$ cat src/rtl/cpu_axi_bridge_pkg.sv
// Shared encodings for the CPU sram-like to AXI3 bridge.
// AXI constants, default IDs and the AR/W state enums.
package cpu_axi_bridge_pkg;

  localparam logic [3:0] INST_ID_DEF = 4'd0;
  localparam logic [3:0] DATA_ID_DEF = 4'd1;

  localparam logic [1:0] BURST_INCR = 2'b01;
  localparam logic [2:0] SIZE_WORD  = 3'd2;

  typedef enum logic {
    AR_IDLE,
    AR_BUSY
  } ar_state_e;

  typedef enum logic [1:0] {
    W_IDLE,
    W_SEND,
    W_RESP
  } w_state_e;

  function automatic logic [2:0] axi_size(input logic [1:0] s);
    return {1'b0, s};
  endfunction

endpackage

$ cat src/rtl/cpu_axi_bridge_if.sv
// AXI3 master/slave bundle used between the bridge and the interconnect.
// Single-beat only; burst/len fields are still carried for the interconnect.
interface cpu_axi_bridge_if;

  logic [3:0]  arid;
  logic [31:0] araddr;
  logic [7:0]  arlen;
  logic [2:0]  arsize;
  logic [1:0]  arburst;
  logic [1:0]  arlock;
  logic [3:0]  arcache;
  logic [2:0]  arprot;
  logic        arvalid;
  logic        arready;

  logic [3:0]  rid;
  logic [31:0] rdata;
  logic [1:0]  rresp;
  logic        rlast;
  logic        rvalid;
  logic        rready;

  logic [3:0]  awid;
  logic [31:0] awaddr;
  logic [7:0]  awlen;
  logic [2:0]  awsize;
  logic [1:0]  awburst;
  logic [1:0]  awlock;
  logic [3:0]  awcache;
  logic [2:0]  awprot;
  logic        awvalid;
  logic        awready;

  logic [3:0]  wid;
  logic [31:0] wdata;
  logic [3:0]  wstrb;
  logic        wlast;
  logic        wvalid;
  logic        wready;

  logic [3:0]  bid;
  logic [1:0]  bresp;
  logic        bvalid;
  logic        bready;

  modport master (
    output arid, araddr, arlen, arsize, arburst,
    output arlock, arcache, arprot, arvalid,
    input  arready,
    input  rid, rdata, rresp, rlast, rvalid,
    output rready,
    output awid, awaddr, awlen, awsize, awburst,
    output awlock, awcache, awprot, awvalid,
    input  awready,
    output wid, wdata, wstrb, wlast, wvalid,
    input  wready,
    input  bid, bresp, bvalid,
    output bready
  );

  modport slave (
    input  arid, araddr, arlen, arsize, arburst,
    input  arlock, arcache, arprot, arvalid,
    output arready,
    output rid, rdata, rresp, rlast, rvalid,
    input  rready,
    input  awid, awaddr, awlen, awsize, awburst,
    input  awlock, awcache, awprot, awvalid,
    output awready,
    input  wid, wdata, wstrb, wlast, wvalid,
    output wready,
    output bid, bresp, bvalid,
    input  bready
  );

endinterface

$ cat src/rtl/cpu_axi_bridge_wr.sv
// AW/W/B sequencer for data-port stores.
// AW and W retire independently; B is awaited once both are done.
module cpu_axi_bridge_wr
  import cpu_axi_bridge_pkg::*;
(
  input  logic        clk,
  input  logic        reset,
  input  logic        acc_i,
  input  logic [31:0] addr_i,
  input  logic [1:0]  size_i,
  input  logic [3:0]  wstrb_i,
  input  logic [31:0] wdata_i,
  input  logic        awready_i,
  input  logic        wready_i,
  input  logic        bvalid_i,
  output logic        idle_o,
  output logic        awvalid_o,
  output logic [31:0] awaddr_o,
  output logic [2:0]  awsize_o,
  output logic        wvalid_o,
  output logic [31:0] wdata_o,
  output logic [3:0]  wstrb_o
);

  w_state_e    w_q, w_d;
  logic        awvalid_q, awvalid_d;
  logic        wvalid_q, wvalid_d;
  logic [31:0] awaddr_q, awaddr_d;
  logic [2:0]  awsize_q, awsize_d;
  logic [31:0] wdata_q, wdata_d;
  logic [3:0]  wstrb_q, wstrb_d;
  logic        aw_hs, w_hs;

  assign aw_hs = awvalid_q & awready_i;
  assign w_hs  = wvalid_q & wready_i;

  always_comb begin
    w_d       = w_q;
    awvalid_d = awvalid_q;
    wvalid_d  = wvalid_q;
    awaddr_d  = awaddr_q;
    awsize_d  = awsize_q;
    wdata_d   = wdata_q;
    wstrb_d   = wstrb_q;
    unique case (w_q)
      W_IDLE: begin
        if (acc_i) begin
          w_d       = W_SEND;
          awvalid_d = 1'b1;
          wvalid_d  = 1'b1;
          awaddr_d  = addr_i;
          awsize_d  = axi_size(size_i);
          wdata_d   = wdata_i;
          wstrb_d   = wstrb_i;
        end
      end
      W_SEND: begin
        if (aw_hs) awvalid_d = 1'b0;
        if (w_hs)  wvalid_d  = 1'b0;
        // both channels done, possibly in this very cycle
        if ((~awvalid_q | aw_hs) & (~wvalid_q | w_hs))
          w_d = W_RESP;
      end
      W_RESP: begin
        if (bvalid_i) w_d = W_IDLE;
      end
      default: w_d = W_IDLE;
    endcase
  end

  always_ff @(posedge clk) begin
    if (reset) begin
      w_q       <= W_IDLE;
      awvalid_q <= 1'b0;
      wvalid_q  <= 1'b0;
      awaddr_q  <= '0;
      awsize_q  <= '0;
      wdata_q   <= '0;
      wstrb_q   <= '0;
    end else begin
      w_q       <= w_d;
      awvalid_q <= awvalid_d;
      wvalid_q  <= wvalid_d;
      awaddr_q  <= awaddr_d;
      awsize_q  <= awsize_d;
      wdata_q   <= wdata_d;
      wstrb_q   <= wstrb_d;
    end
  end

  assign idle_o    = (w_q == W_IDLE);
  assign awvalid_o = awvalid_q;
  assign awaddr_o  = awaddr_q;
  assign awsize_o  = awsize_q;
  assign wvalid_o  = wvalid_q;
  assign wdata_o   = wdata_q;
  assign wstrb_o   = wstrb_q;

endmodule

$ cat src/rtl/cpu_axi_bridge.sv
// Merges the inst-fetch and data sram-like ports onto one AXI3 master.
// One outstanding access per port; data reads beat inst reads for AR.
module cpu_axi_bridge
  import cpu_axi_bridge_pkg::*;
#(
  parameter logic [3:0] INST_ID = INST_ID_DEF,
  parameter logic [3:0] DATA_ID = DATA_ID_DEF
) (
  input  logic        clk,
  input  logic        reset,
  input  logic        inst_req,
  input  logic [31:0] inst_addr,
  output logic        inst_addr_ok,
  output logic        inst_data_ok,
  output logic [31:0] inst_rdata,
  input  logic        data_req,
  input  logic        data_wr,
  input  logic [1:0]  data_size,
  input  logic [3:0]  data_wstrb,
  input  logic [31:0] data_addr,
  input  logic [31:0] data_wdata,
  output logic        data_addr_ok,
  output logic        data_data_ok,
  output logic [31:0] data_rdata,
  cpu_axi_bridge_if.master axi
);

  ar_state_e   ar_q, ar_d;
  logic [3:0]  arid_q, arid_d;
  logic [31:0] araddr_q, araddr_d;
  logic [2:0]  arsize_q, arsize_d;
  logic        inst_pend_q, inst_pend_d;
  logic        data_pend_q, data_pend_d;

  logic ar_idle, w_idle;
  logic data_rd_req, data_rd_ok, data_wr_ok;
  logic data_rd_acc, data_wr_acc, inst_acc;
  logic r_inst, r_data;
  logic unused_ok;

  assign ar_idle     = (ar_q == AR_IDLE);
  assign data_rd_req = data_req & ~data_wr;
  assign data_rd_ok  = ar_idle & ~data_pend_q;
  assign data_wr_ok  = w_idle & ~data_pend_q;

  assign data_addr_ok = data_wr ? data_wr_ok : data_rd_ok;
  assign inst_addr_ok = ar_idle & ~inst_pend_q
                      & ~(data_rd_req & ~data_pend_q);

  assign data_rd_acc = data_rd_req & data_rd_ok;
  assign data_wr_acc = data_req & data_wr & data_wr_ok;
  assign inst_acc    = inst_req & inst_addr_ok;

  assign r_inst = axi.rvalid & (axi.rid == INST_ID);
  assign r_data = axi.rvalid & (axi.rid == DATA_ID);

  assign inst_data_ok = r_inst;
  assign data_data_ok = r_data | axi.bvalid;
  assign inst_rdata   = axi.rdata;
  assign data_rdata   = axi.rdata;

  always_comb begin
    ar_d     = ar_q;
    arid_d   = arid_q;
    araddr_d = araddr_q;
    arsize_d = arsize_q;
    unique case (ar_q)
      AR_IDLE: begin
        unique case (1'b1)
          data_rd_acc: begin
            ar_d     = AR_BUSY;
            arid_d   = DATA_ID;
            araddr_d = data_addr;
            arsize_d = axi_size(data_size);
          end
          inst_acc: begin
            ar_d     = AR_BUSY;
            arid_d   = INST_ID;
            araddr_d = inst_addr;
            arsize_d = SIZE_WORD;
          end
          default: ;
        endcase
      end
      AR_BUSY: begin
        if (axi.arready) ar_d = AR_IDLE;
      end
    endcase
  end

  // completion clears pend only next cycle, so no same-cycle re-accept
  assign inst_pend_d = inst_acc | (inst_pend_q & ~r_inst);
  assign data_pend_d = data_rd_acc | data_wr_acc
                     | (data_pend_q & ~(r_data | axi.bvalid));

  always_ff @(posedge clk) begin
    if (reset) begin
      ar_q        <= AR_IDLE;
      arid_q      <= '0;
      araddr_q    <= '0;
      arsize_q    <= '0;
      inst_pend_q <= 1'b0;
      data_pend_q <= 1'b0;
    end else begin
      ar_q        <= ar_d;
      arid_q      <= arid_d;
      araddr_q    <= araddr_d;
      arsize_q    <= arsize_d;
      inst_pend_q <= inst_pend_d;
      data_pend_q <= data_pend_d;
    end
  end

  cpu_axi_bridge_wr u_wr (
    .clk       (clk),
    .reset     (reset),
    .acc_i     (data_wr_acc),
    .addr_i    (data_addr),
    .size_i    (data_size),
    .wstrb_i   (data_wstrb),
    .wdata_i   (data_wdata),
    .awready_i (axi.awready),
    .wready_i  (axi.wready),
    .bvalid_i  (axi.bvalid),
    .idle_o    (w_idle),
    .awvalid_o (axi.awvalid),
    .awaddr_o  (axi.awaddr),
    .awsize_o  (axi.awsize),
    .wvalid_o  (axi.wvalid),
    .wdata_o   (axi.wdata),
    .wstrb_o   (axi.wstrb)
  );

  assign axi.arid    = arid_q;
  assign axi.araddr  = araddr_q;
  assign axi.arsize  = arsize_q;
  assign axi.arvalid = (ar_q == AR_BUSY);
  assign axi.arlen   = 8'd0;
  assign axi.arburst = BURST_INCR;
  assign axi.arlock  = 2'd0;
  assign axi.arcache = 4'd0;
  assign axi.arprot  = 3'd0;
  assign axi.rready  = 1'b1;

  assign axi.awid    = DATA_ID;
  assign axi.awlen   = 8'd0;
  assign axi.awburst = BURST_INCR;
  assign axi.awlock  = 2'd0;
  assign axi.awcache = 4'd0;
  assign axi.awprot  = 3'd0;
  assign axi.wid     = DATA_ID;
  assign axi.wlast   = 1'b1;
  assign axi.bready  = 1'b1;

  // responses are always OKAY-treated; no exception path yet
  assign unused_ok = ^{axi.rresp, axi.rlast, axi.bid, axi.bresp};

endmodule

$ cat src/flat_wrapper.sv
// flat-port wrapper written by rule: the top's interface ports become plain ports
module cpu_axi_bridge_flat import cpu_axi_bridge_pkg::*;
#(
  parameter logic [3:0] INST_ID = INST_ID_DEF,
  parameter logic [3:0] DATA_ID = DATA_ID_DEF
)
  (clk, reset, inst_req, inst_addr, inst_addr_ok, inst_data_ok, inst_rdata, data_req, data_wr, data_size, data_wstrb, data_addr, data_wdata, data_addr_ok, data_data_ok, data_rdata, axi_arid, axi_araddr, axi_arlen, axi_arsize, axi_arburst, axi_arlock, axi_arcache, axi_arprot, axi_arvalid, axi_arready, axi_rid, axi_rdata, axi_rresp, axi_rlast, axi_rvalid, axi_rready, axi_awid, axi_awaddr, axi_awlen, axi_awsize, axi_awburst, axi_awlock, axi_awcache, axi_awprot, axi_awvalid, axi_awready, axi_wid, axi_wdata, axi_wstrb, axi_wlast, axi_wvalid, axi_wready, axi_bid, axi_bresp, axi_bvalid, axi_bready);
  cpu_axi_bridge_if axi_i ();
  input  logic clk;
  input  logic reset;
  input  logic inst_req;
  input  logic [31:0] inst_addr;
  output logic inst_addr_ok;
  output logic inst_data_ok;
  output logic [31:0] inst_rdata;
  input  logic data_req;
  input  logic data_wr;
  input  logic [1:0] data_size;
  input  logic [3:0] data_wstrb;
  input  logic [31:0] data_addr;
  input  logic [31:0] data_wdata;
  output logic data_addr_ok;
  output logic data_data_ok;
  output logic [31:0] data_rdata;
  output wire logic [$bits(axi_i.arid)-1:0] axi_arid;
  output wire logic [$bits(axi_i.araddr)-1:0] axi_araddr;
  output wire logic [$bits(axi_i.arlen)-1:0] axi_arlen;
  output wire logic [$bits(axi_i.arsize)-1:0] axi_arsize;
  output wire logic [$bits(axi_i.arburst)-1:0] axi_arburst;
  output wire logic [$bits(axi_i.arlock)-1:0] axi_arlock;
  output wire logic [$bits(axi_i.arcache)-1:0] axi_arcache;
  output wire logic [$bits(axi_i.arprot)-1:0] axi_arprot;
  output wire logic [$bits(axi_i.arvalid)-1:0] axi_arvalid;
  input wire logic [$bits(axi_i.arready)-1:0] axi_arready;
  input wire logic [$bits(axi_i.rid)-1:0] axi_rid;
  input wire logic [$bits(axi_i.rdata)-1:0] axi_rdata;
  input wire logic [$bits(axi_i.rresp)-1:0] axi_rresp;
  input wire logic [$bits(axi_i.rlast)-1:0] axi_rlast;
  input wire logic [$bits(axi_i.rvalid)-1:0] axi_rvalid;
  output wire logic [$bits(axi_i.rready)-1:0] axi_rready;
  output wire logic [$bits(axi_i.awid)-1:0] axi_awid;
  output wire logic [$bits(axi_i.awaddr)-1:0] axi_awaddr;
  output wire logic [$bits(axi_i.awlen)-1:0] axi_awlen;
  output wire logic [$bits(axi_i.awsize)-1:0] axi_awsize;
  output wire logic [$bits(axi_i.awburst)-1:0] axi_awburst;
  output wire logic [$bits(axi_i.awlock)-1:0] axi_awlock;
  output wire logic [$bits(axi_i.awcache)-1:0] axi_awcache;
  output wire logic [$bits(axi_i.awprot)-1:0] axi_awprot;
  output wire logic [$bits(axi_i.awvalid)-1:0] axi_awvalid;
  input wire logic [$bits(axi_i.awready)-1:0] axi_awready;
  output wire logic [$bits(axi_i.wid)-1:0] axi_wid;
  output wire logic [$bits(axi_i.wdata)-1:0] axi_wdata;
  output wire logic [$bits(axi_i.wstrb)-1:0] axi_wstrb;
  output wire logic [$bits(axi_i.wlast)-1:0] axi_wlast;
  output wire logic [$bits(axi_i.wvalid)-1:0] axi_wvalid;
  input wire logic [$bits(axi_i.wready)-1:0] axi_wready;
  input wire logic [$bits(axi_i.bid)-1:0] axi_bid;
  input wire logic [$bits(axi_i.bresp)-1:0] axi_bresp;
  input wire logic [$bits(axi_i.bvalid)-1:0] axi_bvalid;
  output wire logic [$bits(axi_i.bready)-1:0] axi_bready;
  assign axi_arid = axi_i.arid;
  assign axi_araddr = axi_i.araddr;
  assign axi_arlen = axi_i.arlen;
  assign axi_arsize = axi_i.arsize;
  assign axi_arburst = axi_i.arburst;
  assign axi_arlock = axi_i.arlock;
  assign axi_arcache = axi_i.arcache;
  assign axi_arprot = axi_i.arprot;
  assign axi_arvalid = axi_i.arvalid;
  assign axi_i.arready = axi_arready;
  assign axi_i.rid = axi_rid;
  assign axi_i.rdata = axi_rdata;
  assign axi_i.rresp = axi_rresp;
  assign axi_i.rlast = axi_rlast;
  assign axi_i.rvalid = axi_rvalid;
  assign axi_rready = axi_i.rready;
  assign axi_awid = axi_i.awid;
  assign axi_awaddr = axi_i.awaddr;
  assign axi_awlen = axi_i.awlen;
  assign axi_awsize = axi_i.awsize;
  assign axi_awburst = axi_i.awburst;
  assign axi_awlock = axi_i.awlock;
  assign axi_awcache = axi_i.awcache;
  assign axi_awprot = axi_i.awprot;
  assign axi_awvalid = axi_i.awvalid;
  assign axi_i.awready = axi_awready;
  assign axi_wid = axi_i.wid;
  assign axi_wdata = axi_i.wdata;
  assign axi_wstrb = axi_i.wstrb;
  assign axi_wlast = axi_i.wlast;
  assign axi_wvalid = axi_i.wvalid;
  assign axi_i.wready = axi_wready;
  assign axi_i.bid = axi_bid;
  assign axi_i.bresp = axi_bresp;
  assign axi_i.bvalid = axi_bvalid;
  assign axi_bready = axi_i.bready;
  cpu_axi_bridge #(.INST_ID(INST_ID), .DATA_ID(DATA_ID)) u_core (.clk(clk), .reset(reset), .inst_req(inst_req), .inst_addr(inst_addr), .inst_addr_ok(inst_addr_ok), .inst_data_ok(inst_data_ok), .inst_rdata(inst_rdata), .data_req(data_req), .data_wr(data_wr), .data_size(data_size), .data_wstrb(data_wstrb), .data_addr(data_addr), .data_wdata(data_wdata), .data_addr_ok(data_addr_ok), .data_data_ok(data_data_ok), .data_rdata(data_rdata), .axi(axi_i));
endmodule
$ cat config.mk
export PLATFORM = sky130hd
export DESIGN_NAME = cpu_axi_bridge_flat
export DESIGN_NICKNAME = d
export VERILOG_FILES = /design/src/rtl/cpu_axi_bridge_pkg.sv /design/src/rtl/cpu_axi_bridge_if.sv /design/src/rtl/cpu_axi_bridge_wr.sv /design/src/rtl/cpu_axi_bridge.sv /design/src/flat_wrapper.sv
export SDC_FILE = /design/constraint.sdc
export NUM_CORES = 1
export LEC_CHECK = 0
export CAP_MARGIN = 10
export CELL_PAD_IN_SITES_DETAIL_PLACEMENT = 0
export CELL_PAD_IN_SITES_GLOBAL_PLACEMENT = 2
export CORE_MARGIN = 2
export CORE_UTILIZATION = 20
export CTS_CLUSTER_SIZE = 14
export DETAILED_ROUTE_END_ITERATION = 16
export GPL_TIMING_DRIVEN = 0
export PLACE_DENSITY = 0.94
export SLEW_MARGIN = 25
export SYNTH_ARGS = -nofsm -noshare
export SYNTH_HDL_FRONTEND = slang
export SYNTH_SLANG_ARGS = --single-unit
$ cat constraint.sdc
create_clock -name clk -period 2.93 [get_ports clk]
set_input_delay 0.586 -clock clk [delete_from_list [all_inputs] [get_ports clk]]
set_output_delay 0.586 -clock clk [all_outputs]
set_load 0.05 [all_outputs]
After elaboration in Yosys (flattened, before gate mapping)
Cells that the tools add are included.
Word-level totals
  register bits: 116
  bits of input ports: 157
  output and inout bits: 230
  word-level logic and storage cells: 79
Cells by class
  equality and inequality tests: 8
  mux-type cells: 16
  bitwise gates (word level): 32
  reductions and logical operators: 10
Operator list (count)
  one-hot mux 32 bit (2 select lines): 1
  bitwise AND 1 bit: 17
  inequality test 2 bit (second input constant): 5
  inverter 1 bit: 9
  AND reduction 3 bit: 3
  one-hot mux 4 bit (2 select lines): 1
  2-to-1 mux 1 bit: 6
  2-to-1 mux 2 bit: 3
  OR 1 bit: 6
  one-hot mux 1 bit (2 select lines): 3
  one-hot mux 2 bit (3 select lines): 1
  one-hot mux 3 bit (2 select lines): 1
  == test 4 x 1 -> 1 bit (second input constant): 1
  logical NOT 4 bit: 1
  AND reduction 2 bit: 2
  nonzero test 2 bit: 2
  == test 2 x 1 -> 1 bit (second input constant): 1
  == test 2 bit (second input constant): 1
  logical NOT 2 bit: 1
  OR reduction 2 bit: 1

Longest topological paths before layout
  depth after elaboration: 9
  gate-level depth with buffers: 5
  depth with buffers taken out: 3

Cells and area by module
From an unflattened synthesis, not the netlist that was laid out.
Unflattened totals
  cell total of the unflattened synthesis: 673
  area total of the unflattened synthesis: 5636.7 µm²
By module, submodules not included
  cpu_axi_bridge: times used 1, cells an instance 346, area each 2991.6 µm², sequential area each 760.7 µm²
  cpu_axi_bridge_wr: times used 1, cells an instance 327, area each 2645.0 µm², sequential area each 1481.4 µm²

Worst setup path after synthesis
OpenSTA, ideal clock, no wires.
  path type: in2out
  from: in axi_rid[1]
  to: out data_data_ok
  data arrival time: 2.055 ns
  data required time: 2.344 ns
  path slack: 0.289 ns
  stages: 2
  buffers on the path: 0
  cell sequence: or4b_2 > o21bai_1
Between the ends
  word-level cells in the longest chain between the ends: 3
Ends and longest elaborated chain
  start: declaration: line flat_wrapper.sv:35  | input wire logic [$bits(axi_i.rid)-1:0] axi_rid;
  == test 4 x 1 -> 1 bit: line cpu_axi_bridge.sv:55  | assign r_data = axi.rvalid & (axi.rid == DATA_ID);
  bitwise AND 1 bit: line cpu_axi_bridge.sv:55
  OR 1 bit: line cpu_axi_bridge.sv:58  | assign data_data_ok = r_data | axi.bvalid;
  end: declaration: line flat_wrapper.sv:23  | output logic data_data_ok;
Every way passes these cells.

Worst setup path in the final report
  from: in axi_rid[1]
  to: out inst_data_ok
Between the ends
  word-level cells in the longest chain between the ends: 2
Ends and longest elaborated chain
  logical NOT 4 bit: line cpu_axi_bridge.sv:54  | assign r_inst = axi.rvalid & (axi.rid == INST_ID);
  bitwise AND 1 bit: line cpu_axi_bridge.sv:54
  end: declaration: line flat_wrapper.sv:14  | output logic inst_data_ok;
Every way passes these cells.

==> impl_metrics.toml <==
[run_status]
status = "finished clean"

[cts]
cts_tree = "yes"
clockRootBuffer = "clkbuf_16"
clock_latency_ps = 360
htree_levels = 3
path_clk_slew_ps = 70
numCtsBuffers = 9
cts_hold_buf = 0
cts_buffer_depth = 2
cts_sinks = 112

[floorplanning]
die_y_um = 172
design.core.area_um2 = 27800
start_util = 0.203
rows = 61
die_area_um2 = 29600
fp.dieW_um = 172
num_io_pins = 387

[finish]
post-route-util = 0.343
area_delta_synth_final_pct = 68.5
drive_gt1_frac = 0.182
fillCellCount = 2976
fin_nets = 1198
seq_area_um2 = 2240
multi_input_area_um2 = 2370

[detailed_routing]
routed-via-count = 6211
wl_per_cell_um = 16.8
ant_nets = 0
vias_per_cell = 4.36
drt-met1-wl_mm = 9.74
drtPass1Iterations = 4
met3_length_mm = 1.84
drc = 0
top_layer_used = "met4"
dr_wl_met2_mm = 11.6
drt-total-wl_mm = 23.9
drt_iter0_markers = 345

[sta]
worstMarginPinSlew_ps = 828
final_hold_viol_count = 0
fmax_mhz = 349
rsz0062_at_grt = "no"
timing.slew.headroom = 0.448
period_needed_ps = 2860
finalCritPeriodShare = 0.977
hold_ws_ps = 477
skew_ps = 10.8
drv_slew = 0
finalSetupViolations = 0

[yosys]
ys_seq_elements = 112
synth_async_sr_flop_share = 0
netlist_top_cells_count = "123 x buf_4, 112 x dfxtp_1, 103 x nand3_1"
avgSynthCellArea_um2 = 8.23
ys_warn_count = 0
yosysTopAreaCell = "dfxtp_1"
synthFlopType = "dfxtp_1"
yosysMostFrequentCell = "buf_4"
synth_area_um2 = 5650
synth_top_area_frac = 0.397
synthCells = 687
synth-edff-count = 0
synth_area_leaders = "dfxtp_1 40%, buf_4 16%, nand3_1 9.1%"
synth_cell_type_count = 33
yosysSeqAreaShare = 0.397

[setup_path]
path_delay_family = "simple AND/OR/NAND/NOR gates"
crit_start = "axi_rid[1]"
arrival_ps = 2280
worst_setup_path_end_kind = "output pin"
path_cells = "clkdlybuf4s50_1 > or4b_2 > nor2_1 > clkdlybuf4s15_2"
regToRegEndpoint = "u_core.u_wr.wdata_o[7]$_SDFFE_PP0P_"
cpPeakStageDelay_ps = 750
timing.rr.start = "u_core.data_pend_q$_SDFF_PP0_"
cp-start-kind = "input port"
r2r_slack_ps = 950
critPathKind = "input port to output pin"
crit_end = "inst_data_ok"
required_ps = 2340
path_buf_inv = 2
critical-path-slowest-cell = "or4b_2"
path_depth = 4
crit_fanout = 4
worstRegToRegCells = 5

[grt]
grt_max_degree = 19
overflow = 0
grt_pass1_vias = 6071
grtUsageTotal = 0.154
antenna_found_initial = 3
grt_pass1_wl_mm = 34.7

[power]
peakVddDrop_uv = 238
p_per_area_nw_per_um2 = 516
leakagePower_nw = 3.57

[worst_hold_path]
hold_path_class = "register to register"

[place]
dpl.hpwl_mm = 18.3
gp_congestion = 0.756
io_buffers = 290

[run]
max-cap-violations = 0
[tightest hold or removal path: cells and delay by family, from the launching register on]
kind | cells | cell delay, ps
compound gates | 2 | 120
flops | 1 | 310
[metrics by stage]
| stage | worst slack [ps] | cells | power, W | setup TNS [ps] | area (µm²) |
|---|---|---|---|---|---|
| floorplan | 289 | 739 | 0.00303 | 0 | 5850 |
| global placement | -715 | 1407 | 0.00370 | -2120 | 9220 |
| detailed placement | -716 | 1407 | 0.00371 | -2160 | 9220 |
| CTS | 14.2 | 1423 | 0.00497 | 0 | 9520 |
| global route | 12.6 | 1423 | 0.00513 | 0 | 9520 |
| finish | 67.1 | 1426 | 0.00491 | 0 | 9530 |
[cells by family (layout without fill, tap and decap cells)]
family / after synthesis / count (layout) / synth area share
AO/OA/AOI/OAI: 219 / 219 / 0.223
buffers and inverters: 188 / 494 / 0.220
other: 2 / 57 / 0.00133
AND/OR/NAND/NOR: 166 / 166 / 0.159
flip-flops: 112 / 112 / 0.397
[state kept, by name, summed over array words and instances (netlist names), 2 cells and up]
name                  count
u_core.u_wr.wstrb_o       4
u_core.axi.araddr        32
u_core.u_wr.wdata_o      32
u_core.u_wr.w_q           2
u_core.u_wr.awaddr_o     32
u_core.axi.arsize         2
u_core.u_wr.awsize_o      2
[worst min path at each step]
stage                                                     start                                     to  slack (ps)  depth (start not counted)
after global placement        u_core.axi.arsize[0]$_SDFFE_PP0P_      u_core.axi.arsize[0]$_SDFFE_PP0P_         460                          2
after global routing       u_core.u_wr.wdata_o[26]$_SDFFE_PP0P_   u_core.u_wr.wdata_o[26]$_SDFFE_PP0P_         500                          2
after detailed placement      u_core.axi.arsize[0]$_SDFFE_PP0P_      u_core.axi.arsize[0]$_SDFFE_PP0P_         470                          2
final                      u_core.u_wr.wdata_o[26]$_SDFFE_PP0P_   u_core.u_wr.wdata_o[26]$_SDFFE_PP0P_         480                          2
after floorplan                   u_core.inst_pend_q$_SDFF_PP0_          u_core.inst_pend_q$_SDFF_PP0_         490                          2
after CTS                 u_core.u_wr.awaddr_o[27]$_SDFFE_PP0P_  u_core.u_wr.awaddr_o[27]$_SDFFE_PP0P_         480                          2
[report_power, final]
part / switching (W) / total, W / internal [W]
Combinational: 0.00126 / 0.00196 / 0.000697
Clock: 0.000631 / 0.00124 / 0.000607
Sequential: 0.0000723 / 0.00171 / 0.00164
Total: 0.00196 / 0.00491 / 0.00295
[repair_timing]
item	4_1_cts	5_1_grt
setup endpoints to repair	4	2
gates resized for setup	16	3
pin swaps	0	0
setup buffers	1	0
[layer usage]
layer	GRT usage	vias up
met5	0	-
met4	0.0694	0
met3	0.0375	37
met2	0.265	265
met1	0.182	2901
li1	-	3008
[layout by cell type, fill, tap and decap left out, types with 2 or more instances in the layout]
cell	synthesis	final
buf_4	123	124
o21ai_1	50	50
clkbuf_1	29	28
a311oi_2	6	6
a21oi_1	77	77
buf_2	23	23
diode_2	0	3
conb_1	2	54
nand2b_1	4	4
clkdlybuf4s15_2	0	2
or3b_2	2	2
nor3_1	35	35
nand3_1	103	103
clkbuf_16	0	9
dfxtp_1	112	112
a31oi_1	2	2
nor2b_1	2	2
a311oi_1	26	26
nand2_1	3	3
inv_1	3	3
buf_6	6	6
nor2_1	6	6
clkbuf_2	3	4
clkdlybuf4s50_1	0	285
or3b_1	2	2
o21ai_0	56	56
[final cells by class]
cell class / count / area share
antenna: 3 / 0.000788
inverter: 3 / 0.00118
sequential: 112 / 0.235
clock buffer: 10 / 0.0251
clock inverter: 5 / 0.00433
timing repair buffer: 291 / 0.305
tap: 378 / 0.0497
multi-input combinational: 439 / 0.249
buffer: 185 / 0.130
Note: power is estimated with default switching activity, not from simulation.
